<file path="src/rtl/weather_pkg.sv">
// Shared constants, state encodings and the BCD helper for the sensor UART reporter.
// UART_PARITY_EN adds the parity state to the serializer encoding.
package weather_pkg;

   localparam logic [7:0] ASCII_T   = 8'h54;
   localparam logic [7:0] ASCII_EQ  = 8'h3D;
   localparam logic [7:0] ASCII_C   = 8'h43;
   localparam logic [7:0] ASCII_SP  = 8'h20;
   localparam logic [7:0] ASCII_H   = 8'h48;
   localparam logic [7:0] ASCII_PCT = 8'h25;
   localparam logic [7:0] ASCII_CR  = 8'h0D;
   localparam logic [7:0] ASCII_LF  = 8'h0A;
   localparam logic [7:0] ASCII_0   = 8'h30;

   localparam int unsigned FRAME_LEN = 15;

   typedef enum logic [1:0] {StIdle, StConvert, StSend, StDone} seq_state_e;

   typedef enum logic [2:0] {
      TxIdle,
      TxStart,
      TxData,
`ifdef UART_PARITY_EN
      TxParity,
`endif
      TxStop
   } tx_state_e;

   // One double-dabble iteration on {hundreds, tens, units, binary}.
   function automatic logic [19:0] dabble_step(input logic [19:0] v);
      logic [19:0] r;
      r = v;
      for (int i = 0; i < 3; i++) begin
         if (r[8 + 4*i +: 4] >= 4'd5) begin
            r[8 + 4*i +: 4] = r[8 + 4*i +: 4] + 4'd3;
         end
      end
      return {r[18:0], 1'b0};
   endfunction

endpackage

</file>
<file path="src/rtl/uart_tx_byte.sv">
// Single-byte UART serializer with load/ready handshake; ready is also high in the last
// stop-bit cycle so a new byte follows with no idle gap. UART_PARITY_EN selects 8E1.
module uart_tx_byte
   import weather_pkg::*;
#(
   parameter int unsigned BIT_CYC = 868
) (
   input  logic       clk_in,
   input  logic       rst_in,
   input  logic       load_in,
   input  logic [7:0] data_in,
   output logic       ready_out,
   output logic       tx_out
);

   localparam int unsigned CNT_W = (BIT_CYC > 1) ? $clog2(BIT_CYC) : 1;
   localparam logic [CNT_W-1:0] RELOAD = CNT_W'(BIT_CYC - 1);

   tx_state_e        state_q, state_d;
   logic [CNT_W-1:0] cnt_q, cnt_d;
   logic [2:0]       bit_q, bit_d;
   logic [7:0]       sh_q, sh_d;
`ifdef UART_PARITY_EN
   logic             par_q, par_d;
`endif

   assign ready_out = (state_q == TxIdle) || ((state_q == TxStop) && (cnt_q == '0));

   always_comb begin
      state_d = state_q;
      cnt_d   = cnt_q;
      bit_d   = bit_q;
      sh_d    = sh_q;
`ifdef UART_PARITY_EN
      par_d   = par_q;
`endif
      tx_out  = 1'b1;
      if (cnt_q != '0) cnt_d = cnt_q - CNT_W'(1);
      unique case (state_q)
         TxIdle: ;
         TxStart: begin
            tx_out = 1'b0;
            if (cnt_q == '0) begin
               state_d = TxData;
               cnt_d   = RELOAD;
               bit_d   = 3'd0;
            end
         end
         TxData: begin
            tx_out = sh_q[0];
            if (cnt_q == '0) begin
               cnt_d = RELOAD;
               sh_d  = {1'b0, sh_q[7:1]};
               if (bit_q == 3'd7) begin
`ifdef UART_PARITY_EN
                  state_d = TxParity;
`else
                  state_d = TxStop;
`endif
               end else begin
                  bit_d = bit_q + 3'd1;
               end
            end
         end
`ifdef UART_PARITY_EN
         TxParity: begin
            tx_out = par_q;
            if (cnt_q == '0) begin
               state_d = TxStop;
               cnt_d   = RELOAD;
            end
         end
`endif
         TxStop: begin
            if (cnt_q == '0) state_d = TxIdle;
         end
         default: state_d = TxIdle;
      endcase
      if (load_in && ready_out) begin
         state_d = TxStart;
         cnt_d   = RELOAD;
         sh_d    = data_in;
`ifdef UART_PARITY_EN
         par_d   = ^data_in;
`endif
      end
   end

   always_ff @(posedge clk_in or posedge rst_in) begin
      if (rst_in) begin
         state_q <= TxIdle;
         cnt_q   <= '0;
         bit_q   <= '0;
         sh_q    <= '0;
`ifdef UART_PARITY_EN
         par_q   <= 1'b0;
`endif
      end else begin
         state_q <= state_d;
         cnt_q   <= cnt_d;
         bit_q   <= bit_d;
         sh_q    <= sh_d;
`ifdef UART_PARITY_EN
         par_q   <= par_d;
`endif
      end
   end

endmodule

</file>
<file path="src/rtl/sensor_uart_reporter.sv">
// Captures temperature/humidity on a sample_valid rising edge, converts both to BCD and
// sends "T=dddC H=ddd%\r\n" over UART. UART_PARITY_EN switches framing to 8E1.
module sensor_uart_reporter
   import weather_pkg::*;
#(
   parameter int unsigned CLK_HZ = 100_000_000,
   parameter int unsigned BAUD   = 115200
) (
   input  logic       clk_in,
   input  logic       rst_in,
   input  logic       sample_valid_in,
   input  logic [7:0] temperature_in,
   input  logic [7:0] humidity_in,
   output logic       uart_tx_out,
   output logic       busy_out,
   output logic       frame_done_out
);

   localparam int unsigned BIT_CYC = CLK_HZ / BAUD;

   seq_state_e  state_q, state_d;
   logic        prev_q;
   logic        capture;
   logic [2:0]  cnv_q, cnv_d;
   logic [3:0]  idx_q, idx_d;
   logic [19:0] dd_t_q, dd_t_d, dd_h_q, dd_h_d;
   logic        pend_q, pend_d;
   logic [7:0]  pend_t_q, pend_t_d, pend_h_q, pend_h_d;
   logic        tx_load, tx_ready;
   logic [7:0]  tx_char;

   assign capture = sample_valid_in & ~prev_q;

   // Character for the current index; BCD digits sit in dd_*_q[19:8] once converted.
   always_comb begin
      case (idx_q)
         4'd0:    tx_char = ASCII_T;
         4'd1:    tx_char = ASCII_EQ;
         4'd2:    tx_char = ASCII_0 + {4'd0, dd_t_q[19:16]};
         4'd3:    tx_char = ASCII_0 + {4'd0, dd_t_q[15:12]};
         4'd4:    tx_char = ASCII_0 + {4'd0, dd_t_q[11:8]};
         4'd5:    tx_char = ASCII_C;
         4'd6:    tx_char = ASCII_SP;
         4'd7:    tx_char = ASCII_H;
         4'd8:    tx_char = ASCII_EQ;
         4'd9:    tx_char = ASCII_0 + {4'd0, dd_h_q[19:16]};
         4'd10:   tx_char = ASCII_0 + {4'd0, dd_h_q[15:12]};
         4'd11:   tx_char = ASCII_0 + {4'd0, dd_h_q[11:8]};
         4'd12:   tx_char = ASCII_PCT;
         4'd13:   tx_char = ASCII_CR;
         default: tx_char = ASCII_LF;
      endcase
   end

   always_comb begin
      state_d  = state_q;
      cnv_d    = cnv_q;
      idx_d    = idx_q;
      dd_t_d   = dd_t_q;
      dd_h_d   = dd_h_q;
      pend_d   = pend_q;
      pend_t_d = pend_t_q;
      pend_h_d = pend_h_q;
      tx_load  = 1'b0;
      if (capture && (state_q != StIdle)) begin
         pend_d   = 1'b1;
         pend_t_d = temperature_in;
         pend_h_d = humidity_in;
      end
      unique case (state_q)
         StIdle: begin
            if (capture) begin
               dd_t_d  = {12'd0, temperature_in};
               dd_h_d  = {12'd0, humidity_in};
               cnv_d   = 3'd0;
               idx_d   = 4'd0;
               state_d = StConvert;
            end
         end
         StConvert: begin
            dd_t_d = dabble_step(dd_t_q);
            dd_h_d = dabble_step(dd_h_q);
            cnv_d  = cnv_q + 3'd1;
            // Character 0 is a constant, so it can be handed over during the last shift.
            if (cnv_q == 3'd7) begin
               tx_load = 1'b1;
               idx_d   = 4'd1;
               state_d = StSend;
            end
         end
         StSend: begin
            if (tx_ready) begin
               if (idx_q != 4'(FRAME_LEN)) begin
                  tx_load = 1'b1;
                  idx_d   = idx_q + 4'd1;
               end else begin
                  state_d = StDone;
               end
            end
         end
         StDone: begin
            if (pend_q || capture) begin
               dd_t_d  = {12'd0, capture ? temperature_in : pend_t_q};
               dd_h_d  = {12'd0, capture ? humidity_in : pend_h_q};
               pend_d  = 1'b0;
               cnv_d   = 3'd0;
               idx_d   = 4'd0;
               state_d = StConvert;
            end else begin
               state_d = StIdle;
            end
         end
         default: state_d = StIdle;
      endcase
   end

   assign frame_done_out = (state_q == StDone);
   assign busy_out       = (state_q != StIdle) &&
                           !((state_q == StDone) && !pend_q && !capture);

   always_ff @(posedge clk_in or posedge rst_in) begin
      if (rst_in) begin
         state_q  <= StIdle;
         prev_q   <= 1'b0;
         cnv_q    <= '0;
         idx_q    <= '0;
         dd_t_q   <= '0;
         dd_h_q   <= '0;
         pend_q   <= 1'b0;
         pend_t_q <= '0;
         pend_h_q <= '0;
      end else begin
         state_q  <= state_d;
         prev_q   <= sample_valid_in;
         cnv_q    <= cnv_d;
         idx_q    <= idx_d;
         dd_t_q   <= dd_t_d;
         dd_h_q   <= dd_h_d;
         pend_q   <= pend_d;
         pend_t_q <= pend_t_d;
         pend_h_q <= pend_h_d;
      end
   end

   uart_tx_byte #(
      .BIT_CYC (BIT_CYC)
   ) u_tx (
      .clk_in    (clk_in),
      .rst_in    (rst_in),
      .load_in   (tx_load),
      .data_in   (tx_char),
      .ready_out (tx_ready),
      .tx_out    (uart_tx_out)
   );

endmodule

</file>
<file path="config.mk">
export PLATFORM = sky130hd
export DESIGN_NAME = sensor_uart_reporter
export DESIGN_NICKNAME = d
export VERILOG_FILES = /design/src/rtl/weather_pkg.sv /design/src/rtl/uart_tx_byte.sv /design/src/rtl/sensor_uart_reporter.sv
export SDC_FILE = /design/constraint.sdc
export NUM_CORES = 1
export LEC_CHECK = 0
export CAP_MARGIN = 20
export CELL_PAD_IN_SITES_DETAIL_PLACEMENT = 2
export CELL_PAD_IN_SITES_GLOBAL_PLACEMENT = 2
export CORE_MARGIN = 2
export CORE_UTILIZATION = 37
export CTS_BUF_LIST = sky130_fd_sc_hd__clkbuf_8
export CTS_CLUSTER_DIAMETER = 50
export CTS_CLUSTER_SIZE = 28
export DETAILED_ROUTE_END_ITERATION = 10
export PLACE_DENSITY = 0.75
export REMOVE_ABC_BUFFERS = 1
export SLEW_MARGIN = 5
export SYNTH_ARGS = -nofsm -noshare
export SYNTH_HDL_FRONTEND = slang
export SYNTH_SLANG_ARGS = --single-unit
</file>
<file path="constraint.sdc">
create_clock -name clk_in -period 2.59 [get_ports clk_in]
set_clock_uncertainty 0.1 [all_clocks]
set_input_delay 0.259 -clock clk_in [delete_from_list [all_inputs] [get_ports clk_in]]
set_output_delay 0.259 -clock clk_in [all_outputs]
set_load 0.02 [all_outputs]
</file>
Word-level counts from Yosys, hierarchy flattened
Cells that the tools add are included.
Storage, ports and cells
  register bits after elaboration: 91
  word-level logic and storage cells: 156
  input bits: 19
Operators by class
  reduce and logical (&&, ||, !) cells: 29
  bitwise operators: 2
  equality and inequality tests: 36
  add/sub/neg operators: 16
  mux-type cells: 54
  order comparisons: 6
Operators with widths (number)
  case mux 20 bit (3 select lines): 2
  case mux 7 bit (13 select lines): 1
  two-way mux 20 bit: 4
  adder 6 x 4 -> 7 bit (first input constant): 6
  two-way mux 10 bit: 4
  two-way mux 8 bit: 5
  two-way mux 4 bit: 9
  two-way mux 3 bit: 11
  equality test 4 bit (second input constant): 6
  >= comparator 4 x 3 -> 1 bit (second input constant): 6
  adder 4 x 2 -> 4 bit (second input constant): 4
  equality test 4 x 3 -> 1 bit (second input constant): 4
  case mux 4 bit (4 select lines): 1
  inequality test 2 bit (second input constant): 6
  case mux 3 bit (4 select lines): 1
  logical NOT 10 bit: 1
  AND reduction 5 bit: 2
  nonzero test 10 bit: 1
  subtractor 10 x 1 -> 10 bit (second input constant): 1
  inequality test 3 x 1 -> 1 bit (second input constant): 3
  case mux 3 bit (3 select lines): 1
  equality test 4 x 2 -> 1 bit (second input constant): 2
  two-way mux 2 bit: 4
  inequality test 2 x 1 -> 1 bit (second input constant): 4
  other kinds (29): 54

Longest topological paths before layout
  word-level depth: 8
  depth in mapped cells: 10
  depth with buffers taken out: 10

Cells and area by module
A second synthesis with hierarchy kept.
Second synthesis, totals
  cell total of the unflattened synthesis: 552
  area, all modules: 5365.1 µm²
By module, submodules not included
  sensor_uart_reporter: cells each 404, times used 1, area each 3975.1 µm², sequential area each 1676.6 µm²
  uart_tx_byte: cells each 148, times used 1, area each 1390.1 µm², sequential area each 575.6 µm²

Worst setup path before layout
Ideal clock, no wire load.
  path type: reg-to-reg
  start point: register state_q[0]
  end point: register dd_h_q[11]
  path buffers: 2
  path slack: 452 ps
  period minus slack after synthesis: 2138 ps
  data required time: 2369 ps
  data arrival time: 1917 ps
  cell stages (with the launch flop): 9
  cells stage by stage: dfrtp_1 > ha_1 > nor2b_1 > o21ai_2 > nand2b_1 > clkbuf_1 > clkbuf_1 > o21ai_0 > a22o_1
On the way
  longest elaborated chain between the ends: 3
  elaborated cells between the ends (all ways): 8
Ends and longest elaborated chain
  start: declaration: RTL line sensor_uart_reporter.sv:21  | seq_state_e state_q, state_d;
  start signal: assignment: RTL line sensor_uart_reporter.sv:123  | state_q <= StIdle;
  start signal: assignment: RTL line sensor_uart_reporter.sv:133  | state_q <= state_d;
  equality test 2 bit *
  via frame_done_out: RTL line sensor_uart_reporter.sv:16  | output logic frame_done_out
  inequality test 2 x 1 -> 1 bit (no line) / nonzero test 3 bit (equally long branches)
  AND reduction 3 bit (no line)
  end signal: assignment: RTL line sensor_uart_reporter.sv:138  | dd_h_q <= dd_h_d;
  end: declaration: RTL line sensor_uart_reporter.sv:26  | logic [19:0] dd_t_q, dd_t_d, dd_h_q, dd_h_d;
Mark *: on every way through the listed nets, which the timed path passes. The rest lies on a longest branch.
A chain may end at the register's enable or synchronous reset.

Worst setup path after layout
  start point: register u_tx.cnt_q[1]
  end point: register u_tx.sh_q[1]
On the way
  longest elaborated chain between the ends: 8
  elaborated cells between the ends (all ways): 10
Ends and longest elaborated chain
  start: declaration: RTL line uart_tx_byte.sv:20  | logic [CNT_W-1:0] cnt_q, cnt_d;
  start signal: assignment: RTL line uart_tx_byte.sv:100  | cnt_q <= cnt_d;
  logical NOT 10 bit *: RTL line uart_tx_byte.sv:27, uart_tx_byte.sv:51
  logical AND 1 bit: RTL line uart_tx_byte.sv:27  | assign ready_out = (state_q == TxIdle) || ((state_q == TxStop) && (cnt_q == '0));
  logical OR 1 bit: RTL line uart_tx_byte.sv:27
  two-way mux 1 bit: RTL line sensor_uart_reporter.sv:92  | if (tx_ready) begin
  case mux 1 bit (2 select lines): RTL line sensor_uart_reporter.sv:70  | unique case (state_q)
  logical AND 1 bit: RTL line uart_tx_byte.sv:79  | if (load_in && ready_out) begin
  nonzero test 2 bit (no line)
  AND reduction 2 bit (no line)
  end signal: assignment: RTL line uart_tx_byte.sv:94  | sh_q <= '0;
  end signal: assignment: RTL line uart_tx_byte.sv:102  | sh_q <= sh_d;
  end: declaration: RTL line uart_tx_byte.sv:22  | logic [7:0] sh_q, sh_d;
Every way passes the cells marked *; elsewhere a longest branch is shown, timed or not.

==> results_dict.tcl <==
set metrics [dict create \
    top_usage_layer "met2" \
    cp.arrival_ns 2.60 \
    finalHoldViolations 0 \
    ctsResizeCount 0 \
    grt_use_total_pct 20.4 \
    core_area_um2 13300 \
    drive_gt1_share_pct 10.6 \
    seq_area_frac_synth_pct 43.9 \
    via_per_inst 5.68 \
    grt_pass1_vias 4702 \
    grt.met3_usage_pct 2.82 \
    yosys_warnings 0 \
    setup_viol 0 \
    fillers 1442 \
    diodes 0 \
    synthArstFlopShare_pct 100 \
    leakagePower_nw 2.45 \
    synth_flop_cell "dfrtp_1" \
    fin_nets 610 \
    initial_core_util_pct 38.2 \
    rows 42 \
    clockRootBuffer "clkbuf_8" \
    timing.final.crit_share_pct 95.2 \
    postCtsSetupBuffers 0 \
    routed_wirelength_mm 14.0 \
    drc 0 \
    die_h_um 121 \
    pin_count 22 \
    final_core_util_pct 43.3 \
    r2r_cells 8 \
    grt_pass1_wl_mm 23.8 \
    netlist_area_um2 5070 \
    io_buffers 21 \
    slew_viol_final 0 \
    fin_ws_ns 0.123 \
    place.gp.congestion 0.786 \
    worstHoldPathType "in2async" \
    clock.fmax_ghz 0.405 \
    vias 4200 \
    cts.htree.levels 3 \
    cts_buffers 9 \
    first_pass_iters 4 \
    path_clk_slew_ns 0.09 \
    maxSlewHeadroom_pct 55.8 \
    grt_start_max_net_pins 42 \
    criticalPathCategory "reg2reg" \
    irDropWorstVdd_mv 0.585 \
    avgSynthCellArea_um2 9.48 \
    synth.distinct_cells 55 \
    outcome "finished, final reports clean" \
    synth_edf_count 0 \
    post-route-min-period_ns 2.47 \
    drt_iter0_drc 232 \
    ys_seq_elements 89 \
    cp.required_ns 2.73 \
    end_kind "flip-flop" \
    dieWidth_um 121 \
    cp-start-kind "flip-flop" \
    worstMarginPinSlew_ns 0.657 \
    die_area_um2 14700 \
    antenna_found_initial 0 \
    cts_tree "built" \
    power_density_nw_per_um2 1040 \
    rsz0062_at_grt "false" \
    grt.met1_usage_pct 25.1 \
    overflow 0 \
    grt.met2_usage_pct 37.1 \
    final_antenna_net_count 0 \
    clock_latency_ns 0.37 \
    wl_per_cell_um 18.9 \
    cts_buffer_depth 2 \
    max_cap_violations 0 \
    synth_cells 535 \
    ctsHoldBuffers 0 \
    worst-path-max-fanout 5 \
    pre_cts_ws_ns 0.157 \
    dp_hpwl_mm 10.2 \
    area_delta_synth_final_pct 13.5 \
    numClockSinks 89 \
]
## final cells by class
cell class	instances	area, um^2	area share (%)
Inverter	29	110	1.91
Clock inverter	6	51.3	0.891
Multi-Input combinational cell	391	2640	45.8
Sequential cell	89	2230	38.7
Clock buffer	10	138	2.39
Timing Repair Buffer	39	373	6.47
Tap cell	176	220	3.82
## synthesized netlist by cell type, types with 3 or more instances
cell / number / area (um^2)
a21oi_1: 40 / 200
nand2_1: 61 / 229
a31oi_1: 3 / 18.8
and3_1: 3 / 18.8
a22o_1: 6 / 52.6
nor2b_1: 5 / 31.3
ha_1: 32 / 400
nor4_1: 4 / 25.0
o211ai_1: 3 / 22.5
a221oi_1: 4 / 35.0
clkbuf_1: 21 / 78.8
and2_1: 3 / 18.8
a222oi_1: 13 / 130
nand2b_1: 13 / 81.3
nor3_1: 6 / 30.0
nand3_1: 17 / 85.1
a22oi_1: 9 / 67.6
o31ai_1: 7 / 52.6
dfrtp_1: 89 / 2230
inv_1: 28 / 105
xnor2_1: 9 / 78.8
nor2_1: 30 / 113
mux2i_1: 11 / 110
nor3b_1: 6 / 45.0
mux2_2: 18 / 203
buf_2: 4 / 20.0
o22ai_1: 6 / 37.5
o21ai_0: 45 / 225
o32ai_1: 3 / 26.3
or3_1: 6 / 37.5
o2bb2ai_1: 3 / 26.3
## cell families after synthesis
family	count (synthesis)	synth area share (%)
flip-flops	89	43.9
buffers and inverters	55	4.17
multiplexers	30	6.39
adder cells (fa/ha/maj)	32	7.89
AND/OR/NAND/NOR	160	15.5
XOR/XNOR	9	1.55
AO/OA/AOI/OAI	160	20.6
## path summary, 6_finish.rpt
path | start | endpoint | slack (ns)
worst max-delay path | u_tx.cnt_q[1]$_DFF_PP0_ | u_tx.sh_q[1]$_DFFE_PP0P_ | 0.12
worst min-delay path | rst_in | dd_h_q[1]$_DFFE_PP0P_ | 0.07
worst max register to register | u_tx.cnt_q[1]$_DFF_PP0_ | u_tx.sh_q[1]$_DFFE_PP0P_ | 0.12
worst min register to register | cnv_q[2]$_DFFE_PP0P_ | cnv_q[2]$_DFFE_PP0P_ | 0.39
max in group asynchronous | rst_in | dd_t_q[16]$_DFFE_PP0P_ | 1.73
min in group clk_in | sample_valid_in | prev_q$_DFF_PP0_ | 0.28
## through the flow
step / hold WS (ns) / cell area [um^2] / std cells / power [W] / TNS, ns
floorplan: 0.190 / 4970 / 509 / 0.00402 / -6.93
global placement: 0.355 / 5570 / 724 / 0.00490 / 0
detailed placement: 0.372 / 5570 / 724 / 0.00511 / 0
CTS: 0.0738 / 5750 / 740 / 0.00611 / 0
global route: 0.0826 / 5760 / 740 / 0.00652 / 0
finish: 0.0724 / 5760 / 740 / 0.00601 / 0
## cell usage in the layout (no fill, tap or decap), drive strengths merged, types with 2 or more instances in the layout
master,n
buf,18
o21ai,48
o31ai,7
o211ai,4
and3,3
o21a,2
mux2i,11
a31oi,3
mux2,19
nand2,62
xnor2,9
nor4,5
nor3,7
inv,31
o2bb2ai,3
or3,6
dfrtp,89
clkbuf,10
nor3b,6
a22o,6
clkinv,3
a21oi,40
a221oi,4
nand2b,13
o311ai,2
and2,3
ha,32
nand3,17
o22ai,6
a22oi,9
nor2b,5
clkdlybuf4s50,20
o32ai,3
nand3b,2
nor2,30
a222oi,13
## critical path, stage by stage (launching register included)
cell,delay [ns]
dfrtp_1,0.43
inv_1,0.10
ha_1,0.16
nor3b_1,0.29
buf_4,0.19
a41o_2,0.26
nand3_1,0.19
a2111oi_0,0.52
a21oi_1,0.09
## state kept, by name (all words and copies together), names as in the netlist
register / flops
u_tx.state_q: 2
u_tx.bit_q: 3
idx_q: 4
pend_q: 1
dd_t_q: 20
u_tx.sh_q: 7
u_tx.cnt_q: 10
dd_h_q: 20
cnv_q: 3
pend_h_q: 8
state_q: 2
pend_t_q: 8
prev_q: 1
## power breakdown
part	switching, W	leakage, nW	total, W	internal, W
Clock	0.000512	0.110	0.000972	0.000460
Combinational	0.00170	1.22	0.00279	0.00109
Sequential	0.000385	1.12	0.00225	0.00186
Total	0.00260	2.45	0.00601	0.00341
## routing by layer
layer	share of wire [%]	wire length, um
met5	0	0
met4	1.2	173
met3	1.8	255
met2	52	7270
met1	45	6270
No activity file was read; power rests on OpenSTA's default activity.
